<file path="config.mk">
export PLATFORM = sky130hd
export DESIGN_NAME = pwm_duty_responder
export DESIGN_NICKNAME = d
export VERILOG_FILES = /design/src/rtl/pwm_duty_responder.sv
export SDC_FILE = /design/constraint.sdc
export NUM_CORES = 1
export LEC_CHECK = 0
export ABC_AREA = 1
export BUFFER_PORTS_ARGS = -buffer_cell sky130_fd_sc_hd__buf_4
export CORE_ASPECT_RATIO = 1.25
export CORE_MARGIN = 2
export CORE_UTILIZATION = 53
export CTS_BUF_LIST = sky130_fd_sc_hd__clkbuf_8
export DETAILED_ROUTE_END_ITERATION = 8
export PLACE_DENSITY = 0.78
export SLEW_MARGIN = 30
export SYNTH_ARGS = -nofsm -noshare
export SYNTH_HDL_FRONTEND = slang
export SYNTH_SLANG_ARGS = --single-unit
</file>
<file path="constraint.sdc">
create_clock -name clk -period 1.3 [get_ports clk]
set_clock_uncertainty 0.05 [all_clocks]
set_input_delay 0.065 -clock clk [delete_from_list [all_inputs] [get_ports clk]]
set_output_delay 0.065 -clock clk [all_outputs]
set_load 0.02 [all_outputs]
</file>
<file path="src/rtl/pwm_duty_responder.sv">
// PWM duty-cycle responder: four-phase req/ack capture, glitch-free apply at period wrap.
// Optional two-flop request synchronizer enabled by defining PWM_REQ_SYNC_EN.
module pwm_duty_responder #(
  parameter int DUTY_WIDTH = 12
) (
  input  logic                  clk,
  input  logic                  reset_n,
  input  logic                  tx_req,
  input  logic [DUTY_WIDTH-1:0] duty_in,
  output logic                  tx_ack,
  output logic                  pwm_out,
  output logic [DUTY_WIDTH-1:0] duty_active,
  output logic                  period_start
);

  typedef enum logic {
    IDLE = 1'b0,
    ACK  = 1'b1
  } state_t;

  logic req_i;

`ifdef PWM_REQ_SYNC_EN
  logic [1:0] sync_q;

  always_ff @(posedge clk or negedge reset_n) begin
    if (!reset_n) begin
      sync_q <= 2'b00;
    end else begin
      sync_q <= {sync_q[0], tx_req};
    end
  end

  assign req_i = sync_q[1];
`else
  assign req_i = tx_req;
`endif

  state_t                state_q, state_d;
  logic                  ack_q, ack_d;
  logic [DUTY_WIDTH-1:0] pending_q, pending_d;
  logic [DUTY_WIDTH-1:0] cnt_q, cnt_d;
  logic [DUTY_WIDTH-1:0] active_q, active_d;
  logic                  pwm_q, pwm_d;
  logic                  ps_q, ps_d;

  always_ff @(posedge clk or negedge reset_n) begin
    if (!reset_n) begin
      state_q   <= IDLE;
      ack_q     <= 1'b0;
      pending_q <= '0;
      cnt_q     <= '0;
      active_q  <= '0;
      pwm_q     <= 1'b0;
      ps_q      <= 1'b0;
    end else begin
      state_q   <= state_d;
      ack_q     <= ack_d;
      pending_q <= pending_d;
      cnt_q     <= cnt_d;
      active_q  <= active_d;
      pwm_q     <= pwm_d;
      ps_q      <= ps_d;
    end
  end

  // A new request is only accepted from IDLE, so a held request never re-captures.
  always_comb begin
    state_d   = state_q;
    ack_d     = ack_q;
    pending_d = pending_q;
    case (state_q)
      IDLE: begin
        if (req_i) begin
          pending_d = duty_in;
          ack_d     = 1'b1;
          state_d   = ACK;
        end
      end
      ACK: begin
        if (!req_i) begin
          ack_d   = 1'b0;
          state_d = IDLE;
        end
      end
      default: begin
        ack_d   = 1'b0;
        state_d = IDLE;
      end
    endcase
  end

  // Active duty loads the pre-edge pending value, so a capture coinciding with a wrap waits a period.
  always_comb begin
    cnt_d    = cnt_q + DUTY_WIDTH'(1);
    active_d = (cnt_q == {DUTY_WIDTH{1'b1}}) ? pending_q : active_q;
    pwm_d    = (cnt_q < active_q);
    ps_d     = (cnt_d == '0);
  end

  assign tx_ack       = ack_q;
  assign pwm_out      = pwm_q;
  assign duty_active  = active_q;
  assign period_start = ps_q;

endmodule

</file>
After elaboration in Yosys (flattened, before gate mapping)
Cells that the tools add are included.
- input port bits: 15
- output and inout port bits: 15
- memory bits (writable): 0
- logic and storage cells: 20
- memory bits (read-only): 0
- memories: 0
- bits in registers: 40
- bits in latches: 0
- shift operators: 0
- reduce and logical (&&, ||, !) cells: 3
- multiplexer cells: 4
- multiply operators: 0
- order comparisons: 1
- divide/modulo/power cells: 0
- add/subtract/negate cells: 1
- equal/unequal tests: 3
- bitwise gates (word level): 1
- operators with widths (operator ; number):
    12-bit by 1-bit adder with 12-bit output (second input constant) ; 1
    12-bit == test (second input constant) ; 1
    12-bit zero test ; 1
    12-bit < comparator ; 1
    2-bit != test (second input constant) ; 2
    2-bit AND reduction ; 2
    1-bit two-way mux ; 3
    1-bit case mux with 2 select lines ; 1
    1-bit NOT ; 1

Longest topological paths before layout
- word-level depth: 3
- mapped depth: 10
- depth with buffers taken out: 10

Least setup slack after synthesis
OpenSTA, ideal clock, no wires.
- kind: reg2reg
- start: register cnt_q[1]
- end: register active_q[10], in the netlist duty_active[10]
- path buffers: 1
- clock period less this slack: 1.403 ns
- stages on the path, launching flop included: 8
- arrival: 1.236 ns
- data required time: 1.133 ns
- library setup time: 0.117 ns
- slack: -0.103 ns
- cell sequence: dfrtp_1 > ha_1 > nand2_2 > nor2_4 > nand3_2 > buf_6 > nand2_2 > o21ai_2
- cells in the longest elaborated chain, start to end: 1
- ends and longest elaborated chain (what ; RTL line ; source):
    from (decl) ; 42 ; logic [DUTY_WIDTH-1:0] cnt_q, cnt_d;
    from (signal assigned) ; 60 ; cnt_q <= cnt_d;
    12-bit == test ; 96 ; active_d = (cnt_q == {DUTY_WIDTH{1'b1}}) ? pending_q : active_q;
    to (signal assigned) ; 61 ; active_q <= active_d;
    to (decl) ; 43 ; logic [DUTY_WIDTH-1:0] active_q, active_d;
No other way between the ends.
A chain may end at the register's enable or synchronous reset.

Worst setup path in the final report
- start: register cnt_q[6]
- end: register ps_q, in the netlist period_start
- cells in the longest elaborated chain, start to end: 2
- ends and longest elaborated chain (what ; RTL line ; source):
    12-bit by 1-bit adder with 12-bit output ; 95 ; cnt_d = cnt_q + DUTY_WIDTH'(1);
    via cnt_d[11] ; 42 ;
    12-bit zero test ; 98 ; ps_d = (cnt_d == '0);
    via ps_d ; 45 ; logic ps_q, ps_d;
    to (signal assigned) ; 63 ; ps_q <= ps_d;
    to (decl) ; 45 ;
The timed path passes the listed nets, and every way through them passes these cells.

==> flow_summary.html <==
<table>
<tr><th>Metric</th><th>Value</th></tr>
<tr><th colspan="2">Worst setup path</th></tr>
<tr><td>Crit path kind</td><td>flip-flop to flip-flop</td></tr>
<tr><td>Critical Path, Cell by Cell</td><td>buf_4, nand2_2, nor2_4, nand3_1, nand2_1, nand2_2, nor2_1, nand2_1, nor2_2</td></tr>
<tr><td>Cell type of the slowest stage on the worst timing path</td><td>dfrtp_1</td></tr>
<tr><td>Cell depth of the worst setup path</td><td>9</td></tr>
<tr><td>Worst reg-to-reg path cell count</td><td>9</td></tr>
<tr><td>Slowest Stage Delay on Critical Path</td><td>410 ps</td></tr>
<tr><td>Worst EP arrival</td><td>1560 ps</td></tr>
<tr><td>Crit end category</td><td>flip-flop</td></tr>
<tr><td>Critical path buffers and inverters</td><td>1</td></tr>
<tr><td>Top fanout value on the critical path</td><td>4</td></tr>
<tr><td>Worst Setup Start Kind</td><td>flip-flop</td></tr>
<tr><td>Data required time at the worst endpoint</td><td>1470 ps</td></tr>
<tr><td>Worst path top cell family by delay</td><td>simple AND/OR/NAND/NOR gates</td></tr>
<tr><th colspan="2">Clocking</th></tr>
<tr><td>Number of buffers on the longest clock path</td><td>2</td></tr>
<tr><td>Num CTS Buffers</td><td>5</td></tr>
<tr><td>Clock latency of the later-clocked register in the worst-skew pair</td><td>roughly 300 ps</td></tr>
<tr><td>Clock edge transition at the registers on the reported setup and hold paths</td><td>80 ps</td></tr>
<tr><td>Sink Count</td><td>40</td></tr>
<tr><td>Clk Tree Root Cell</td><td>clkbuf_8</td></tr>
<tr><td>H-tree lvl count</td><td>2</td></tr>
<tr><td>CTS tree</td><td>built</td></tr>
<tr><th colspan="2">Synthesis</th></tr>
<tr><td>Dominant combinational cell family by area after synthesis</td><td>simple AND/OR/NAND/NOR gates</td></tr>
<tr><td>Share of flip-flops with an asynchronous set or reset after synthesis</td><td>100.0%</td></tr>
<tr><td>Post-synthesis sequential area ratio</td><td>48.99%</td></tr>
<tr><td>Synthesis-stage register bit count</td><td>40</td></tr>
<tr><td>Mean post-synth cell area</td><td>8.961 um^2</td></tr>
<tr><td>Combined area of all synthesized cells</td><td>between 2000 and 2500 um^2</td></tr>
<tr><td>Area fraction in compound gates after synthesis</td><td>a little over a tenth</td></tr>
<tr><td>Number of warnings printed during yosys synthesis</td><td>0</td></tr>
<tr><td>Netlist cell types</td><td>23</td></tr>
<tr><td>Multiplexer share of the synthesized area</td><td>0%</td></tr>
<tr><td>Synth Flop Type</td><td>dfrtp_1</td></tr>
<tr><td>Post-synthesis share of cell area spent on and, or, nand and nor gates</td><td>22.17%</td></tr>
<tr><td>Post-Synthesis Cells</td><td>~230</td></tr>
<tr><td>Xor/xnor cell area share of the yosys netlist</td><td>less than 1%</td></tr>
<tr><td>Number of flops mapped to enable cells by yosys</td><td>0</td></tr>
<tr><td>Synthesized net count</td><td>257</td></tr>
<tr><td>Adder-Cell Fraction of Synth Area</td><td>8.573%</td></tr>
<tr><th colspan="2">Placed design</th></tr>
<tr><td>Number of instances in the placed design</td><td>318</td></tr>
<tr><td>Gp weighted congestion</td><td>0.7575</td></tr>
<tr><td>Detailed placement HPWL</td><td>2.939 mm</td></tr>
<tr><td>Pre-CTS worst setup slack</td><td>-108.4 ps</td></tr>
<tr><td>Number of buffers added on ports</td><td>29</td></tr>
<tr><th colspan="2">Power and ir drop</th></tr>
<tr><td>Leakage power total</td><td>1.387 nW</td></tr>
<tr><td>Design Power</td><td>2.341 mW</td></tr>
<tr><td>Maximum ir drop on the vdd rail</td><td>roughly 0.79 mV</td></tr>
<tr><td>P per Cell Area</td><td>819.0 nW/um^2</td></tr>
<tr><th colspan="2">Global route</th></tr>
<tr><td>Via count of the first global-routing pass</td><td>1774</td></tr>
<tr><td>First-pass GRT wire length</td><td>7.548 mm</td></tr>
<tr><td>Number of antenna violations at the first check in global routing</td><td>0</td></tr>
<tr><td>Global router's overall resource usage</td><td>a little under a quarter</td></tr>
<tr><td>Aggregate global routing overflow</td><td>0</td></tr>
<tr><td>Largest net degree at the start of global routing</td><td>41</td></tr>
<tr><th colspan="2">Timing</th></tr>
<tr><td>Setup repair after global routing missed its margin</td><td>true</td></tr>
<tr><td>Hold_ws</td><td>217.4 ps</td></tr>
<tr><td>Top achievable clock speed</td><td>between 0.7 and 0.8 GHz</td></tr>
<tr><td>Rel. slew slack</td><td>between 60% and 70%</td></tr>
<tr><td>Crit path time final</td><td>1386 ps</td></tr>
<tr><td>Total negative slack</td><td>-368.9 ps</td></tr>
<tr><td>Number of max-slew violations in the final report</td><td>0</td></tr>
<tr><td>Final number of setup-violating endpoints</td><td>14</td></tr>
<tr><td>Slew of the pin with the lowest slew margin</td><td>501.1 ps</td></tr>
<tr><td>Number of endpoints with negative hold slack in the final report</td><td>0</td></tr>
<tr><td>Worst Slack Setup Final</td><td>-85.52 ps</td></tr>
<tr><td>Final period util</td><td>106.6%</td></tr>
<tr><th colspan="2">Floorplan</th></tr>
<tr><td>Floorplan die width</td><td>59.54 um</td></tr>
<tr><td>CORE AREA</td><td>between 3000 and 4000 um^2</td></tr>
<tr><td>Die area</td><td>4371 um^2</td></tr>
<tr><td>Standard-cell rows</td><td>25</td></tr>
<tr><td>Starting density of the core</td><td>approximately 54%</td></tr>
<tr><td>Vertical die dimension</td><td>73.42 um</td></tr>
<tr><td>Count of pins on the block boundary</td><td>30</td></tr>
<tr><th colspan="2">Final layout</th></tr>
<tr><td>Filler cell count in the final layout</td><td>243</td></tr>
<tr><td>Post-Layout Cell Count</td><td>344</td></tr>
<tr><td>Final net count</td><td>332</td></tr>
<tr><td>Area delta synth-&gt;final</td><td>39.93%</td></tr>
<tr><td>Fraction of layout instances using a drive strength above 1</td><td>~39%</td></tr>
<tr><td>Number of inserted diodes</td><td>0</td></tr>
<tr><th colspan="2">Route</th></tr>
<tr><td>Vias</td><td>around 1700</td></tr>
<tr><td>Average wire length per cell after detail routing</td><td>12.87 um</td></tr>
<tr><td>WL final</td><td>4.428 mm</td></tr>
<tr><td>Detailed Routing Iterations Pass 1</td><td>4</td></tr>
<tr><td>Count of nets left with antenna violations after detail routing</td><td>0</td></tr>
<tr><td>Post-route DRC violation count</td><td>0</td></tr>
<tr><td>Vias per std cell</td><td>between 5 and 6</td></tr>
<tr><td>Violation count after the first detailed-routing iteration</td><td>32</td></tr>
<tr><th colspan="2">Hold path</th></tr>
<tr><td>Worst min-delay path category</td><td>primary input to asynchronous set/reset pin</td></tr>
<tr><th colspan="2">Run</th></tr>
<tr><td>Max Cap Viol</td><td>0</td></tr>
<tr><th colspan="2">Status</th></tr>
<tr><td>Result of the run</td><td>finished, violations left</td></tr>
<tr><td>Failing checks</td><td>negative setup slack</td></tr>
</table>
==> through the flow <==
stage,utilization [%],area (um^2)
after floorplan,-,2067
after global placement,66.97,2514
after detailed placement,66.97,2514
after CTS,74.20,2785
after global routing,76.17,2859
final,76.17,2859
==> per-layer routing <==
layer | up-vias | GRT usage [%] | wire length [um]
met2 | 33 | 37.73 | 2351
li1 | 865 | - | -
met1 | 831 | 28.82 | 1843
met4 | 0 | 11.85 | 88
met3 | 7 | 6.338 | 144
met5 | - | 0 | 0
==> path summary, 6_finish.rpt <==
check                              start      endpoint  slack (ps)
worst max-delay path            cnt_q[6]  period_start         -90
worst min-delay path             reset_n      cnt_q[9]         220
worst max register to register  cnt_q[6]  period_start         -90
worst min register to register   state_q        tx_ack         430
max in group asynchronous        reset_n      cnt_q[3]         590
min in group clk                  tx_req       state_q         370
==> cell usage after synthesis (2+ instances only) <==
cell type	number	area, um^2
a21oi_1	6	30.03
nand3_2	2	20.02
o21ai_0	15	75.07
nor2_4	2	22.52
nand3_1	7	35.03
nor2_2	3	18.77
clkbuf_1	2	7.510
inv_1	38	142.6
ha_1	14	175.2
nand2_2	13	81.33
nor2_1	10	37.54
o21ai_2	12	105.1
dfrtp_1	40	1001
nor3_1	2	10.01
nand4_1	3	18.77
nand2_1	50	187.7
nand3b_1	2	15.01
buf_6	2	22.52
==> where the power goes <==
group / leakage [nW] / switching [mW] / internal, mW
sequential: 0.510 / 0.0176 / 1.30
combinational: 0.831 / 0.108 / 0.0881
clock: 0.0455 / 0.457 / 0.374
==> layout make-up <==
class | instances | area (um^2) | share of cell area (%)
well taps | 40 | 50.05 | 1.751
clock buffers | 5 | 68.82 | 2.407
inverters | 38 | 142.6 | 4.989
repair buffers | 72 | 600.6 | 21.01
clock inverters | 3 | 20.02 | 0.7002
flip-flops and latches | 40 | 1008 | 35.27
multi-input cells | 146 | 968.4 | 33.87
==> cells by family after synthesis <==
| group | after synthesis |
|---|---|
| XOR/XNOR | 2 |
| adder cells (fa/ha/maj) | 14 |
| buffers and inverters | 42 |
| AO/OA/AOI/OAI | 35 |
| flip-flops | 40 |
| AND/OR/NAND/NOR | 95 |
==> repair_timing <==
item / in CTS / in global routing
resized for setup: 9 / 13
endpoints found under the hold margin: 53 / 0
buffers inserted: 1 / 3
hold buffers: 14 / 0
pin swaps: 2 / 5
endpoints found under the setup margin: 14 / 18
==> cell usage in the layout, fill, tap and decap left out, types with 4 or more instances in the layout <==
master and instances:
dlygate4sd3_1 14, nand3_1 6, nor2_4 5, a21oi_2 4, ha_1 12, clkbuf_8 5
o21ai_2 12, dfrtp_2 6, buf_4 56, nand2_1 45, o21ai_0 14, dfrtp_1 34
nand2_2 17, inv_1 39, nor2_1 7
==> sequential cells by signal (all words and copies together) (netlist names) <==
name,flops
cnt_q,12
duty_active,12
pending_q,12
period_start,1
pwm_out,1
state_q,1
tx_ack,1
Power figures use the tool's default switching activity.
